$ cat src/rtl/upper_imm_unit_if.sv
// rtl/upper_imm_unit_if.sv - request/response handshake bundle for upper_imm_unit
// master = decode/writeback side driving requests and consuming results, slave = the unit.
interface upper_imm_unit_if #(
  parameter int XLEN  = 32,
  parameter int TAG_W = 5
);
  logic             in_valid;
  logic             in_ready;
  logic [1:0]       in_mode;
  logic [19:0]      in_imm20;
  logic [XLEN-1:0]  in_pc;
  logic [TAG_W-1:0] in_tag;
  logic             in_compressed;
  logic             out_valid;
  logic             out_ready;
  logic [XLEN-1:0]  out_result;
  logic [TAG_W-1:0] out_tag;
  logic             out_err;

  modport master (
    output in_valid, in_mode, in_imm20, in_pc, in_tag, in_compressed, out_ready,
    input  in_ready, out_valid, out_result, out_tag, out_err
  );

  modport slave (
    input  in_valid, in_mode, in_imm20, in_pc, in_tag, in_compressed, out_ready,
    output in_ready, out_valid, out_result, out_tag, out_err
  );
endinterface

$ cat src/rtl/upper_imm_unit.sv
// rtl/upper_imm_unit.sv - buffered LUI/AUIPC/LINK result former with output FIFO
// Optional macro UPPER_IMM_COMPRESSED_EN: LINK adds 2 instead of 4 for compressed instructions.
module upper_imm_unit #(
  parameter int XLEN       = 32,
  parameter int FIFO_DEPTH = 2,
  parameter int TAG_W      = 5
) (
  input  logic              i_clock,
  input  logic              i_reset,
  input  logic              i_flush,
  upper_imm_unit_if.slave   io
);
  localparam int PTR_W = $clog2(FIFO_DEPTH);
  localparam int CNT_W = PTR_W + 1;
  localparam logic [CNT_W-1:0] DEPTH_C = CNT_W'(FIFO_DEPTH);

  typedef enum logic [1:0] {S_EMPTY, S_PARTIAL, S_FULL} state_t;

  typedef struct packed {
    logic [XLEN-1:0]  result;
    logic [TAG_W-1:0] tag;
    logic             err;
  } entry_t;

  logic [31:0]      w_uimm32;
  logic [XLEN-1:0]  w_uimm;
  logic [XLEN-1:0]  w_link_inc;
  logic [XLEN-1:0]  w_result;
  logic             w_err;
  entry_t           w_new_entry;
  entry_t           w_head;

  entry_t           r_mem [FIFO_DEPTH];
  logic [PTR_W-1:0] r_wr_ptr;
  logic [PTR_W-1:0] r_rd_ptr;
  logic [CNT_W-1:0] r_count;
  logic [CNT_W-1:0] w_count_nxt;
  state_t           r_state;
  state_t           w_state_nxt;
  logic             w_push;
  logic             w_pop;

  // The size cast of a signed 32-bit value sign-extends bit 31 up to XLEN.
  assign w_uimm32 = {io.in_imm20, 12'b0};
  assign w_uimm   = XLEN'($signed(w_uimm32));

`ifdef UPPER_IMM_COMPRESSED_EN
  assign w_link_inc = io.in_compressed ? XLEN'(2) : XLEN'(4);
`else
  assign w_link_inc = XLEN'(4);
`endif

  always_comb begin
    w_result = '0;
    w_err    = 1'b0;
    case (io.in_mode)
      2'b00:   w_result = w_uimm;
      2'b01:   w_result = w_uimm + io.in_pc;
      2'b10:   w_result = io.in_pc + w_link_inc;
      default: w_err    = 1'b1;
    endcase
  end

  assign w_new_entry = '{result: w_result, tag: io.in_tag, err: w_err};

  assign io.in_ready  = (r_state != S_FULL);
  assign io.out_valid = (r_state != S_EMPTY);

  assign w_push = io.in_valid && io.in_ready;
  assign w_pop  = io.out_valid && io.out_ready;

  always_comb begin
    w_count_nxt = r_count;
    if (w_push && !w_pop) begin
      w_count_nxt = r_count + 1'b1;
    end else if (!w_push && w_pop) begin
      w_count_nxt = r_count - 1'b1;
    end
    if (w_count_nxt == '0) begin
      w_state_nxt = S_EMPTY;
    end else if (w_count_nxt == DEPTH_C) begin
      w_state_nxt = S_FULL;
    end else begin
      w_state_nxt = S_PARTIAL;
    end
  end

  // Storage is deliberately left out of reset; out_valid gating hides stale contents.
  always_ff @(posedge i_clock) begin
    if (w_push && !i_flush) begin
      r_mem[r_wr_ptr] <= w_new_entry;
    end
  end

  always_ff @(posedge i_clock or posedge i_reset) begin
    if (i_reset) begin
      r_wr_ptr <= '0;
      r_rd_ptr <= '0;
      r_count  <= '0;
      r_state  <= S_EMPTY;
    end else if (i_flush) begin
      r_wr_ptr <= '0;
      r_rd_ptr <= '0;
      r_count  <= '0;
      r_state  <= S_EMPTY;
    end else begin
      if (w_push) begin
        r_wr_ptr <= r_wr_ptr + 1'b1;
      end
      if (w_pop) begin
        r_rd_ptr <= r_rd_ptr + 1'b1;
      end
      r_count <= w_count_nxt;
      r_state <= w_state_nxt;
    end
  end

  assign w_head = r_mem[r_rd_ptr];

  assign io.out_result = io.out_valid ? w_head.result : '0;
  assign io.out_tag    = io.out_valid ? w_head.tag    : '0;
  assign io.out_err    = io.out_valid ? w_head.err    : 1'b0;
endmodule
$ cat src/flat_wrapper.sv
// flat-port wrapper written by rule: the top's interface ports become plain ports
module upper_imm_unit_flat 
#(
  parameter int XLEN       = 32,
  parameter int FIFO_DEPTH = 2,
  parameter int TAG_W      = 5
)
  (i_clock, i_reset, i_flush, io_in_valid, io_in_mode, io_in_imm20, io_in_pc, io_in_tag, io_in_compressed, io_out_ready, io_in_ready, io_out_valid, io_out_result, io_out_tag, io_out_err);
  upper_imm_unit_if #(.XLEN(XLEN), .TAG_W(TAG_W)) io_i ();
  input  logic i_clock;
  input  logic i_reset;
  input  logic i_flush;
  input wire logic [$bits(io_i.in_valid)-1:0] io_in_valid;
  input wire logic [$bits(io_i.in_mode)-1:0] io_in_mode;
  input wire logic [$bits(io_i.in_imm20)-1:0] io_in_imm20;
  input wire logic [$bits(io_i.in_pc)-1:0] io_in_pc;
  input wire logic [$bits(io_i.in_tag)-1:0] io_in_tag;
  input wire logic [$bits(io_i.in_compressed)-1:0] io_in_compressed;
  input wire logic [$bits(io_i.out_ready)-1:0] io_out_ready;
  output wire logic [$bits(io_i.in_ready)-1:0] io_in_ready;
  output wire logic [$bits(io_i.out_valid)-1:0] io_out_valid;
  output wire logic [$bits(io_i.out_result)-1:0] io_out_result;
  output wire logic [$bits(io_i.out_tag)-1:0] io_out_tag;
  output wire logic [$bits(io_i.out_err)-1:0] io_out_err;
  assign io_i.in_valid = io_in_valid;
  assign io_i.in_mode = io_in_mode;
  assign io_i.in_imm20 = io_in_imm20;
  assign io_i.in_pc = io_in_pc;
  assign io_i.in_tag = io_in_tag;
  assign io_i.in_compressed = io_in_compressed;
  assign io_i.out_ready = io_out_ready;
  assign io_in_ready = io_i.in_ready;
  assign io_out_valid = io_i.out_valid;
  assign io_out_result = io_i.out_result;
  assign io_out_tag = io_i.out_tag;
  assign io_out_err = io_i.out_err;
  upper_imm_unit #(.XLEN(XLEN), .FIFO_DEPTH(FIFO_DEPTH), .TAG_W(TAG_W)) u_core (.i_clock(i_clock), .i_reset(i_reset), .i_flush(i_flush), .io(io_i));
endmodule
$ cat config.mk
export PLATFORM = sky130hd
export DESIGN_NAME = upper_imm_unit_flat
export DESIGN_NICKNAME = d
export VERILOG_FILES = /design/src/rtl/upper_imm_unit_if.sv /design/src/rtl/upper_imm_unit.sv /design/src/flat_wrapper.sv
export SDC_FILE = /design/constraint.sdc
export NUM_CORES = 1
export LEC_CHECK = 0
export BUFFER_PORTS_ARGS = -buffer_cell sky130_fd_sc_hd__buf_2
export CAP_MARGIN = 20
export CORE_MARGIN = 4
export CORE_UTILIZATION = 45
export CTS_BUF_LIST = sky130_fd_sc_hd__clkbuf_8 sky130_fd_sc_hd__clkbuf_16
export CTS_CLUSTER_DIAMETER = 80
export DETAILED_ROUTE_END_ITERATION = 7
export PLACE_DENSITY = 0.66
export SLEW_MARGIN = 20
export SYNTH_ARGS = -nofsm -noshare
export SYNTH_HDL_FRONTEND = slang
export SYNTH_SLANG_ARGS = --single-unit
$ cat constraint.sdc
create_clock -name i_clock -period 7.5 [get_ports i_clock]
set_clock_uncertainty 0.1 [all_clocks]
set_input_delay 0.75 -clock i_clock [delete_from_list [all_inputs] [get_ports i_clock]]
set_output_delay 0.75 -clock i_clock [all_outputs]
set_load 0.1 [all_outputs]
; ---- Word-level counts from Yosys, hierarchy flattened
; Memory sizes are Yosys's and may differ from the RTL's.
; Cells that the tools add are included.
[totals]
regBits = 6
ramBits = 76
input_bits = 65
output_inout_bits = 40
elab_cells = 46
memories = 1
[op_classes]
add_sub_neg = 6
eq_ne = 4
muxes = 17
n_reduce_logical = 14
[memory_table]
columns = memory, depth, width, rd, rd_ports_with_merged_regs, write_ports, line_no
row1 = u_core.r_mem, 2, 38, 1, 0, 1, upper_imm_unit.sv:33  ; entry_t r_mem [FIFO_DEPTH];
[op_table]
columns = op, count
row1 = 32-bit case mux with 3 select lines, 1
row2 = "32-bit by 3-bit adder with 32-bit output, second input constant", 1
row3 = 32-bit adder, 1
row4 = 32-bit two-way mux, 1
row5 = 2-bit two-way mux, 6
row6 = 1-bit two-way mux, 8
row7 = 2-bit nonzero test, 3
row8 = 1-bit logical AND, 5
row9 = 5-bit two-way mux, 1
row10 = "2-bit equality test, second input constant", 2
row11 = 2-bit zero test, 2
row12 = 1-bit zero test, 3
row13 = 3-bit OR reduction, 1
row14 = "1-bit adder, second input constant", 2
row15 = "2-bit by 1-bit adder with 2-bit output, second input constant", 1
row16 = "2-bit by 1-bit equality test with 1-bit output, second input constant", 1
row17 = "2-bit inequality test, second input constant", 1
row18 = "2-bit by 1-bit subtractor with 2-bit output, second input constant", 1

; ---- Logic depth before layout (Yosys ltp)
; Gate-level depths: netlist (run 1).
[depth]
depth_word = 10
depth_mapped = 9
ltp_nobuf = 9

; ---- Worst setup path before layout (run 1)
; OpenSTA, ideal clock, no wires.
[synth_timing]
path_type = reg-to-reg
startpoint = register u_core.r_state[0]
endpoint = memory u_core.r_mem[1][0] in the netlist's numbering, enable pin
t_arrival_ns = 4.300
t_required_ns = 6.911
slack_ns = 2.611
stages_incl_launch_ff = 4
path_buffers = 0
path_cell_list = dfrtp_1 nand2b_1 nand2_1 nor3b_1
[synth_via]
elab_chain_cells = 5
[synth_rtl]
columns = element, line_no
row1 = from (decl), upper_imm_unit.sv:38  ; state_t r_state;
row2 = from (signal assigned), upper_imm_unit.sv:114  ; r_state <= w_state_nxt;
row3 = 2-bit inequality test, upper_imm_unit.sv:66  ; assign io.in_ready = (r_state != S_FULL);
row4 = named net io_in_ready, flat_wrapper.sv:20  ; output wire logic [$bits(io_i.in_ready)-1:0] io_in_ready;
row5 = 1-bit logical AND, upper_imm_unit.sv:69  ; assign w_push = io.in_valid && io.in_ready;
row6 = 1-bit logical AND, upper_imm_unit.sv:90  ; if (w_push && !i_flush) begin
row7 = 1-bit two-way mux, upper_imm_unit.sv:90
row8 = 1-bit two-way mux (not written as such), upper_imm_unit.sv:91  ; r_mem[r_wr_ptr] <= w_new_entry;
row9 = to (decl), upper_imm_unit.sv:33
; The timed path passes the listed nets, and every way through them passes these cells.

; ---- Worst setup path in the final report (run 1)
[layout_timing]
startpoint = input io_in_pc[12]
endpoint = memory u_core.r_mem[1][36] in the netlist's numbering (data pin)
[layout_via]
elab_chain_cells = 2
[layout_rtl]
columns = element, line_no
row1 = from (decl), flat_wrapper.sv:16  ; input wire logic [$bits(io_i.in_pc)-1:0] io_in_pc;
row2 = 32-bit by 3-bit adder with 32-bit output / 32-bit adder (equally long branches), "upper_imm_unit.sv:59, upper_imm_unit.sv:58"
row3 = 32-bit case mux with 3 select lines (*), upper_imm_unit.sv:56  ; case (io.in_mode)
row4 = named net u_core.w_result[30], upper_imm_unit.sv:28  ; logic [XLEN-1:0] w_result;
; The timed path passes the listed nets; every way through them passes the cells marked *.

==> out/qor.yml, run 1 <==
status:
  status: "completed"
yosys:
  synth.distinct_cells: 59
  yosysWarnings: 0
  synthArstFlopShare_pct: 6.17
  yosysMostFrequentCell: "edfxtp_1"
  syn_inst: 487
  synth-seq-cells: 81
  synth_top_area_cell: "edfxtp_1"
  synth_top_flop_cell: "edfxtp_1"
  synthXorXnorAreaFrac_pct: 7.06
  synthesis.nets: 573
  synth-edff-count: 76
  synth_common_cells: "edfxtp_1, nor2_1, mux2i_1, nand2_1, a21oi_1"
  synth_compound_gate_area_share_pct: 13.3
  synth_top_family_by_area: "simple AND/OR/NAND/NOR gates"
  ys_top_cells_by_area: "edfxtp_1, mux2i_1, ha_1"
  syn_area_sq_um: 5080
  seq_area_frac_synth_pct: 47.4
  synthAdderAreaFrac_pct: 5.32
  synth_mux_area_share_pct: 8.47
  synth_area_per_cell_sq_um: 10.4
  yosys.area_share.simple_pct: 15.5
  synth_top_area_share_pct: 44.9
worst_setup_path:
  critical_path_class: "in2reg"
  crit_path_max_fanout: 6
  r2r_slack_ns: 5.66
  reg2reg_depth: 4
  cpPeakStageDelay_ns: 0.43
  end_kind: "flip-flop"
  cp_num_buf_inv: 1
  cp_top_family: "adder cells"
  worstPathRequired_ns: 7.46
  crit_arrival_ns: 3.04
  critPathLaunchType: "input pin"
  cp_slowest_cell: "fa_1"
  path_depth: 10
  timing.critical_path.cells: "buf_2 > ha_1 > fa_1 > a211oi_1 > nor2_1 > o31ai_4 > nor3_1 > nor4b_1 > xnor2_1 > o21ai_1"
cts:
  clock-root-buffer: "clkbuf_16"
  cts_num_sinks: 81
  post_cts_resized: 0
  post_cts_buffers: 0
  worstSkewPairLatency_ns: 0.33
  htreeDepth: 3
  clk_path_buf_depth: 2
  cts_buffers: 9
  ctsHoldBuffers: 0
  cts_tree: "built"
  cts.clk_slew.worst_paths_ns: 0.06
power_and_ir_drop:
  max-vdd-ir-drop_v: 0.000117
  p_comb_share_pct: 28.2
  power_switching_w: 0.000432
  p_seq_share_pct: 41.6
  clkPwrFrac_pct: 30.2
  p_leak_nw: 2.32
  switching_share_pct: 33.9
  intPower_w: 0.000841
  power_density_nw_per_um2: 214
route:
  vias: 4001
  met3_length_microns: 677
  drc: 0
  m1WireLength_mm: 5.49
  wl_met2_mm: 5.72
  dr.pass1.iters: 4
  via_per_inst: 5.50
  drt_wl_total_mm: 12.1
  drt-wirelength-per-cell_microns: 16.6
  topRoutingLayerUsed: "met4"
  ant_nets: 0
  drtIter0Drc: 212
die:
  die_x_microns: 114
  fp.dieArea_sq_um: 13100
  initial_utilization_pct: 46.5
  die_h_microns: 114
  io_pins: 105
  rows: 38
  coreArea_sq_um: 10900
timing:
  slew_violations: 0
  whs_ns: 0.211
  period_needed_ns: 3.08
  hold_viol: 0
  slew_headroom_pct: 42.0
  setup_violations: 0
  fin_tns_setup_ns: 0
  worstMarginPinSlew_ns: 0.862
  max_freq_ghz: 0.324
  rsz0062_at_grt: "no"
  period_share_pct: 41.1
cells_and_area:
  area_growth_pct: 17.3
  antenna_cells: 0
  nFillCells: 1012
  drive_above_1_share_pct: 23.0
  finalNetCount: 669
global_routing:
  grt_pass1_vias: 3909
  antenna_found_initial: 0
  grt_pass1_wl_mm: 19.5
  grt_start_max_net_pins: 40
  track_usage_pct: 18.9
  grt_overflow: 0
placement:
  gp_congestion: 0.882
  dpl.hpwl_mm: 8.70
  port_buffers: 103
hold_path:
  hold_path.class: "in2async"
flow_run:
  drv_cap: 0
[metal layers]
layer | up-vias | GRT usage [%]
met5 | - | 0
met4 | 0 | 7.05
met3 | 11 | 3.38
met2 | 104 | 30.5
met1 | 1877 | 25.5
li1 | 2009 | -
[through the flow]
stage | setup slack [ns] | power, W | area [sq um] | std cells | utilization, %
6_report | 4.42 | 0.00127 | 5960 | 728 | 54.5
2_1_floorplan | 2.61 | 0.000819 | 5080 | 487 | -
5_1_grt | 4.19 | 0.00133 | 5960 | 728 | 54.5
3_5_place_dp | 4.10 | 0.000898 | 5700 | 712 | 52.1
4_1_cts | 4.46 | 0.00128 | 5960 | 728 | 54.5
3_3_place_gp | 4.13 | 0.000893 | 5700 | 712 | 52.1
[power by group through the flow]
stage / registers [W] / clock network [W] / logic (W)
2_1_floorplan: 0.000539 / 0 / 0.000280
3_3_place_gp: 0.000538 / 0 / 0.000355
3_5_place_dp: 0.000539 / 0 / 0.000359
4_1_cts: 0.000530 / 0.000394 / 0.000360
5_1_grt: 0.000531 / 0.000416 / 0.000387
6_report: 0.000529 / 0.000385 / 0.000359
[placed cells by master, fill, tap and decap left out, types with 3 or more instances in the layout]
cell	netlist	routed
xnor2_1	18	18
and3_1	7	7
inv_1	7	7
edfxtp_1	76	76
a21oi_1	24	24
nor2b_1	6	6
dfrtp_1	5	4
a32oi_1	3	3
o21ai_1	8	8
clkinv_2	0	5
nand3_1	22	22
a21o_1	6	6
nand4_1	9	9
a22oi_1	3	3
xor2_1	23	23
ha_1	20	20
o21ai_0	14	14
nor3_1	7	6
nor3b_1	4	3
o211ai_1	3	3
a31oi_1	4	4
o22ai_1	7	7
mux2i_1	43	43
buf_4	0	4
nand2_1	38	38
buf_2	3	103
nor2_1	65	63
clkbuf_16	0	9
nand2b_1	4	4
[registers in the layout (all words and copies together), names as in the netlist]
| register | cells |
|---|---|
| u_core.r_count | 1 |
| u_core.r_wr_ptr | 1 |
| u_core.r_mem | 76 |
| u_core.r_state | 2 |
| u_core.r_rd_ptr | 1 |
[worst paths after layout]
check                                       to         startpoint
max                        u_core.r_mem[1][36]       io_in_pc[12]
min reg2reg                  u_core.r_count[1]  u_core.r_count[1]
min                            u_core.r_wr_ptr            i_reset
max reg2reg                u_core.r_mem[1][19]  u_core.r_state[0]
min in group i_clock         u_core.r_count[1]  u_core.r_count[1]
max in group asynchronous      u_core.r_rd_ptr            i_reset
[final cells by class]
cell class | count | area (sq um) | share of cell area, %
multi-input combinational | 376 | 2540 | 42.6
sequential | 81 | 2410 | 40.4
timing repair buffer | 107 | 546 | 9.15
clock buffer | 9 | 225 | 3.78
tap | 140 | 175 | 2.94
clock inverter | 7 | 37.5 | 0.630
inverter | 8 | 30.0 | 0.504
[cells by family (layout without fill, tap and decap cells)]
logic type                 count (synthesis)  after routing
and+or+nand+nor                          170            170
AOI/OAI and AO/OA                        101            101
buffers and inverters                     30            131
xor gates and xnor gates                  41             41
adders and majority gates                 21             21
muxes                                     43             43
DFF                                       81             81
[worst reg2reg max path: stages (launching register included)]
cell and delay (ns):
dfrtp_1 0.41, nand2b_1 0.15, nand2_1 0.12, nor3b_2 0.20, buf_4 0.47
Power figures use the tool's default switching activity.
==> inputs of run 2 (changes only) <==
- PLACE_DENSITY: 0.66 -> 0.68
- clock period: 7.5 -> 2.7 ns (I/O delays scaled with it)
==> run 2 against run 1 <==
  * First-iteration DRC count is 6.6% lower
  * Design area is 6.8% higher
  * Cell count is 4.7% higher
  * Hold slack worse by 0.19 ns
  * Worst setup slack worse by 4.2 ns
  * Global-route usage is 1.1 points higher
  * Power grew to 3.0 times the previous value
  * Non-clock buffer count is 34 higher
  * Critical endpoint is now u_core.r_mem[0][34]
==> out/qor.yml, run 2 (same netlist as run 1, synthesis figures left out) <==
timing:
  hold_viol: 0  # unchanged
  period_share_pct: 93.2
  worstMarginPinSlew_ns: 0.780  # was 0.862 ns
  rsz0062_at_grt: "no"  # unchanged
  max_freq_ghz: 0.397
  slew_headroom_pct: 47.5  # was 42.0%
  whs_ns: 0.0221  # was 0.211 ns
  period_needed_ns: 2.52
  slew_violations: 0  # unchanged
  setup_violations: 0  # unchanged
worst_setup_path:
  end_kind: "flip-flop"  # unchanged
  cpPeakStageDelay_ns: 0.39  # was 0.43 ns
  cp_slowest_cell: "fa_1"  # unchanged
  crit_path_max_fanout: 4  # was 6
  crit_arrival_ns: 2.50  # was 3.04 ns
  worstPathRequired_ns: 2.68  # was 7.46 ns
  reg2reg_depth: 4  # unchanged
  reg2reg_from: "u_core.r_state[0]"  # unchanged
  critical_path_class: "in2reg"  # unchanged
  r2r_slack_ns: 0.79  # was 5.66 ns
  timing.critical_path.cells: "buf_2 > ha_1 > fa_1 > a211oi_1 > nor2_1 > o31ai_4 > o21ai_2 > a31oi_2 > xnor2_1 > a221o_1"  # was buf_2 > ha_1 > fa_1 > a211oi_1 > nor2_1 > o31ai_4 > nor3_1 > nor4b_1 > xnor2_1 > o21ai_1
  critPathLaunchType: "input pin"  # unchanged
  reg2reg_to: "u_core.r_mem[1][18]"  # was u_core.r_mem[1][19]
die:
  die_h_microns: 114  # unchanged
  rows: 38  # unchanged
  io_pins: 105  # unchanged
  die_x_microns: 114  # unchanged
  initial_utilization_pct: 46.5  # unchanged
  fp.dieArea_sq_um: 13100  # unchanged
  coreArea_sq_um: 10900  # unchanged
placement:
  gp_congestion: 0.928  # was 0.882
  postPlaceCellArea_sq_um: 6020  # was 5700 sq um
  port_buffers: 103  # unchanged
  dpl.hpwl_mm: 9.73  # was 8.70 mm
cells_and_area:
  finalNetCount: 703  # was 669
  final_cell_mix: "buf_2, edfxtp_1, nor2_1"  # unchanged
  drive_above_1_share_pct: 28.8  # was 23.0%
  largest_reg_flops: 76  # unchanged
  largestRegisters: "u_core.r_mem: 76 flops, u_core.r_state: 2 flops"  # unchanged
  regMostFlops: "u_core.r_mem"  # unchanged
  antenna_cells: 0  # unchanged
  stdcell_area_sq_um: 6370  # was 5960 sq um
  area_growth_pct: 25.3  # was 17.3%
  mostFrequentLayoutCell: "buf_2"  # unchanged
route:
  dr.pass1.iters: 5  # was 4
  drt-wirelength-per-cell_microns: 16.9  # was 16.6 microns
  via_per_inst: 5.62  # was 5.50
  ant_nets: 0  # unchanged
  drt_wl_total_mm: 12.9  # was 12.1 mm
  vias: 4281  # was 4001
  drc: 0  # unchanged
  drtIter0Drc: 198  # was 212
cts:
  cts_num_sinks: 81  # unchanged
  clock-root-buffer: "clkbuf_16"  # unchanged
  clk_path_buf_depth: 2  # unchanged
  cts_tree: "built"  # unchanged
  worstSkewPairLatency_ns: 0.34  # was 0.33 ns
  cts_buffers: 9  # unchanged
  htreeDepth: 3  # unchanged
  cts.clk_slew.worst_paths_ns: 0.06  # about the same
hold_path:
  holdPathEnd: "u_core.r_mem[0][2]"
  holdPathStages: 1
  hp-start: "io_in_tag[1]"
  hold_path.class: "in2reg"  # was in2async
power_and_ir_drop:
  switching_share_pct: 32.0  # was 33.9%
  p_leak_nw: 2.53  # was 2.32 nW
  intPower_w: 0.00263  # was 0.000841 W
  power_switching_w: 0.00124  # was 0.000432 W
  max-vdd-ir-drop_v: 0.000352  # was 0.000117 V
  p_seq_share_pct: 38.3  # was 41.6%
  power_density_nw_per_um2: 608  # was 214 nW/um^2
  p_comb_share_pct: 27.5  # was 28.2%
  clkPwrFrac_pct: 34.1  # was 30.2%
flow_run:
  drv_cap: 0  # unchanged
global_routing:
  track_usage_pct: 20.0  # was 18.9%
  antenna_found_initial: 0  # unchanged
  grt_start_max_net_pins: 34  # was 40
  grt_pass1_vias: 4257  # was 3909
  grt_pass1_wl_mm: 20.3  # was 19.5 mm
  grt_overflow: 0  # unchanged
status:
  status: "completed"  # unchanged
run 2: cell types whose count changed in the layout (fill, tap and decap cells not counted), moves of 2 or more:
cell,before,now
nor2_2,2,10
clkbuf_8,0,2
clkinvlp_4,0,2
buf_4,4,35
bufinv_16,0,2
buf_12,0,2
nor2_1,63,54
clkinv_2,5,0
run 2: final cells by class:
class	instances	area [sq um]
fillers	972	4570
multi-input cells	376	2590
flip-flops and latches	81	2410
repair buffers	141	828
clock buffers	11	253
well taps	140	175
clock inverters	5	78.8
inverters	8	30.0
run 2: stage by stage:
stage	util (%)	setup slack (ns)	setup TNS (ns)	power (W)	std cells
finish	58.2	0.184	0	0.00387	762
global route	58.2	0.110	0	0.00403	762
CTS	58.2	0.0785	0	0.00389	762
detailed placement	55.0	-0.271	-1.27	0.00257	745
global placement	55.0	-0.0651	-0.244	0.00255	745
floorplan	-	0.0526	0	0.00228	487
run 2: worst max-delay path by stage:
stage | startpoint | to | slack, ns
2_1_floorplan | u_core.r_rd_ptr | io_out_result[10] | 0.05
3_3_place_gp | io_in_pc[12] | u_core.r_mem[1][36] | -0.07
3_5_place_dp | io_in_pc[12] | u_core.r_mem[0][36] | -0.27
4_1_cts | io_in_pc[12] | u_core.r_mem[0][36] | 0.08
5_1_grt | io_in_pc[12] | u_core.r_mem[0][36] | 0.11
6_report | io_in_pc[12] | u_core.r_mem[0][34] | 0.18
run 2: routing by layer:
metal | vias up | track usage [%] | wire, microns
met5 | - | 0 | 0
met4 | 0 | 9.18 | 324
met3 | 25 | 3.44 | 748
met2 | 134 | 34.6 | 6380
met1 | 2051 | 24.2 | 5440
li1 | 2071 | - | -
run 2: timing repair:
| action | in CTS | in global routing |
|---|---|---|
| setup buffers | 0 | 0 |
| resized for setup | 0 | 1 |
| hold endpoints to repair | 5 | 0 |
| hold buffers | 1 | 0 |
| endpoints found under the setup margin | 0 | 2 |
run 2: power groups by stage:
stage               logic (W)  clock network, W  registers [W]
finish                0.00107           0.00132        0.00148
global route          0.00114           0.00140        0.00149
CTS                   0.00107           0.00134        0.00148
detailed placement    0.00106                 0        0.00151
global placement      0.00104                 0        0.00151
floorplan            0.000790                 0        0.00149
run 2: worst max-delay path: cells and delay by family:
kind                     cells  cell delay (ns)
adder cells (fa/ha/maj)      2             0.60
buffers and inverters        1             0.11
AO/OA/AOI/OAI                5             1.25
XOR/XNOR                     1             0.09
AND/OR/NAND/NOR              1             0.17
==> inputs of run 3 (changes only) <==
--- a/config.mk
+++ b/config.mk
@@ -14,4 +14,5 @@
 export DETAILED_ROUTE_END_ITERATION = 7
 export PLACE_DENSITY = 0.68
+export REMOVE_ABC_BUFFERS = 1
 export SLEW_MARGIN = 20
 export SYNTH_ARGS = -nofsm -noshare
==> constraint.sdc (replaced) <==
create_clock -name i_clock -period 2.7 [get_ports i_clock]
set_clock_uncertainty 0.1 [all_clocks]
set_input_delay 0.405 -clock i_clock [delete_from_list [all_inputs] [get_ports i_clock]]
set_output_delay 0.405 -clock i_clock [all_outputs]
set_load 0.1 [all_outputs]
==> run 3 against run 2 <==
  * Hold slack better by 0.15 ns
  * Via count decreased by 2.1%
  * Register-to-register slack better by 0.23 ns
  * Worst setup slack worse by 0.011 ns
  * Global-route usage is 1.1 points lower
  * Die area unchanged
  * Critical path type unchanged
  * Critical endpoint is now u_core.r_mem[1][34]
  * Highest routed layer unchanged
==> out/qor.yml, run 3 (same netlist as run 1, synthesis figures left out) <==
cells_and_area:
  final_cell_mix: "buf_2, edfxtp_1, nor2_1"  # unchanged
  final_core_util_pct: 58.4  # was 58.2%
  regMostFlops: "u_core.r_mem"  # unchanged
  antenna_cells: 0  # unchanged
  largestRegisters: "u_core.r_mem: 76 flops, u_core.r_state: 2 flops"  # unchanged
  fin_cells: 781  # was 762
  largest_reg_flops: 76  # unchanged
  stdcell_area_sq_um: 6380  # was 6370 sq um
  area_growth_pct: 25.5  # was 25.3%
  drive_above_1_share_pct: 29.0  # was 28.8%
  mostFrequentLayoutCell: "buf_2"  # unchanged
  finalNetCount: 722  # was 703
  nFillCells: 974  # was 972
placement:
  dpl.hpwl_mm: 9.44  # was 9.73 mm
  gp_congestion: 0.873  # was 0.928
  port_buffers: 103  # unchanged
  placed_cells_incl_taps: 763  # was 745
  postPlaceCellArea_sq_um: 6090  # was 6020 sq um
hold_path:
  hold_path.class: "in2reg"  # unchanged
  hp-start: "io_in_tag[2]"  # was io_in_tag[1]
timing:
  rsz0062_at_grt: "no"  # unchanged
  fin_tns_setup_ns: 0  # unchanged
  slew_headroom_pct: 60.2  # was 47.5%
  max_freq_ghz: 0.396  # was 0.397 GHz
  hold_viol: 0  # unchanged
  period_share_pct: 93.6  # was 93.2%
  slew_violations: 0  # unchanged
  setup_violations: 0  # unchanged
  period_needed_ns: 2.53  # was 2.52 ns
  worstMarginPinSlew_ns: 0.592  # was 0.780 ns
cts:
  clk_path_buf_depth: 2  # unchanged
  cts.clk_slew.worst_paths_ns: 0.05  # was 0.06 ns
  cts_tree: "built"  # unchanged
  clock-root-buffer: "clkbuf_16"  # unchanged
  htreeDepth: 3  # unchanged
  worstSkewPairLatency_ns: 0.32  # was 0.34 ns
  cts_num_sinks: 81  # unchanged
  cts_buffers: 9  # unchanged
power_and_ir_drop:
  switching_share_pct: 32.9  # was 32.0%
  power_density_nw_per_um2: 560  # was 608 nW/um^2
  max-vdd-ir-drop_v: 0.000361  # was 0.000352 V
  intPower_w: 0.00240  # was 0.00263 W
  power_switching_w: 0.00118  # was 0.00124 W
  p_comb_share_pct: 30.0  # was 27.5%
  p_leak_nw: 2.59  # was 2.53 nW
  clkPwrFrac_pct: 28.5  # was 34.1%
  p_seq_share_pct: 41.5  # was 38.3%
worst_setup_path:
  crit_arrival_ns: 2.50  # about the same
  cp_slowest_cell: "fa_2"  # was fa_1
  crit_path_start: "io_in_pc[12]"  # unchanged
  critical_path_class: "in2reg"  # unchanged
  end_kind: "flip-flop"  # unchanged
  cpPeakStageDelay_ns: 0.38  # was 0.39 ns
  worstPathRequired_ns: 2.67  # was 2.68 ns
  timing.critical_path.cells: "buf_2 > ha_1 > fa_2 > a211oi_2 > nor2_2 > o31ai_4 > o21ai_2 > a31oi_2 > xnor2_1 > a221o_1"  # was buf_2 > ha_1 > fa_1 > a211oi_1 > nor2_1 > o31ai_4 > o21ai_2 > a31oi_2 > xnor2_1 > a221o_1
  r2r_slack_ns: 1.02  # was 0.79 ns
  reg2reg_from: "u_core.r_state[0]"  # unchanged
  critPathLaunchType: "input pin"  # unchanged
  crit_path_max_fanout: 4  # unchanged
die:
  coreArea_sq_um: 10900  # unchanged
  io_pins: 105  # unchanged
  die_x_microns: 114  # unchanged
  fp.dieArea_sq_um: 13100  # unchanged
  die_h_microns: 114  # unchanged
  rows: 38  # unchanged
  initial_utilization_pct: 46.5  # unchanged
global_routing:
  grt_start_max_net_pins: 40  # was 34
  track_usage_pct: 18.9  # was 20.0%
  antenna_found_initial: 0  # unchanged
  grt_pass1_vias: 4196  # was 4257
  grt_pass1_wl_mm: 19.7  # was 20.3 mm
  grt_overflow: 0  # unchanged
route:
  ant_nets: 0  # unchanged
  dr.pass1.iters: 4  # was 5
  drc: 0  # unchanged
  drt_wl_total_mm: 12.0  # was 12.9 mm
  wl_met2_mm: 5.76  # was 6.38 mm
  drtIter0Drc: 191  # was 198
  vias: 4192  # was 4281
  met3_length_microns: 432  # was 748 microns
  topRoutingLayerUsed: "met4"  # unchanged
  drt-wirelength-per-cell_microns: 15.4  # was 16.9 microns
  via_per_inst: 5.37  # was 5.62
  m1WireLength_mm: 5.41  # was 5.44 mm
status:
  status: "completed"  # unchanged
flow_run:
  drv_cap: 0  # unchanged
run 3: cell count changes in the layout (fill, tap and decap cells not counted), moves of 2 or more:
cell	previous run	this run
bufinv_16	2	0
buf_4	35	55
clkbuf_8	2	0
nor2_1	54	63
inv_1	8	10
clkinv_1	0	2
nor2_2	10	2
run 3: what timing repair did:
action                                  in CTS  in global routing
buffers inserted                             0                  1
endpoints found under the hold margin        5                  0
resized for setup                            0                  4
hold buffers                                 1                  0
endpoints found under the setup margin       0                  6
run 3: path summary, 6_finish.rpt:
path	cells after the start	end
max	10	u_core.r_mem[1][34]
min	1	u_core.r_mem[1][3]
max reg2reg	4	u_core.r_mem[1][34]
min reg2reg	2	u_core.r_count[1]
max in group asynchronous	3	u_core.r_rd_ptr
min in group asynchronous	3	u_core.r_state[0]
run 3: worst max-delay path: cells and delay by family:
kind / cells / cell delay (ns)
buffers and inverters: 1 / 0.11
xor gates and xnor gates: 1 / 0.09
adders and majority gates: 2 / 0.60
AOI/OAI and AO/OA: 5 / 1.20
and+or+nand+nor: 1 / 0.09
run 3: power by group through the flow:
stage	logic (W)	registers (W)	clock network, W
finish	0.00107	0.00148	0.00102
detailed placement	0.00107	0.00151	0
global placement	0.00105	0.00151	0
global route	0.00116	0.00149	0.00111
CTS	0.00107	0.00148	0.00104
floorplan	0.000738	0.00152	0
run 3: final cells by class:
cell class                      instances  area, sq um  area share [%]
Clock inverter                          7         31.3           0.490
Timing Repair Buffer                  160          958            15.0
Inverter                                8         30.0           0.470
Clock buffer                            9          225            3.53
Multi-Input combinational cell        376         2550            40.0
Sequential cell                        81         2410            37.7
Tap cell                              140          175            2.74
run 3: stage by stage:
stage / total power (W) / hold slack (ns) / setup WS, ns
2_1_floorplan: 0.00225 / 0.0835 / -2.19
3_3_place_gp: 0.00256 / 0.202 / -0.271
3_5_place_dp: 0.00258 / 0.214 / -0.279
4_1_cts: 0.00360 / 0.156 / 0.0734
5_1_grt: 0.00375 / 0.161 / 0.0209
6_report: 0.00357 / 0.171 / 0.173
run 3: layer usage:
layer,up-vias,GRT usage (%)
met5,-,0
met4,0,9.34
met3,27,1.69
met2,95,31.9
met1,1957,24.4
li1,2113,-
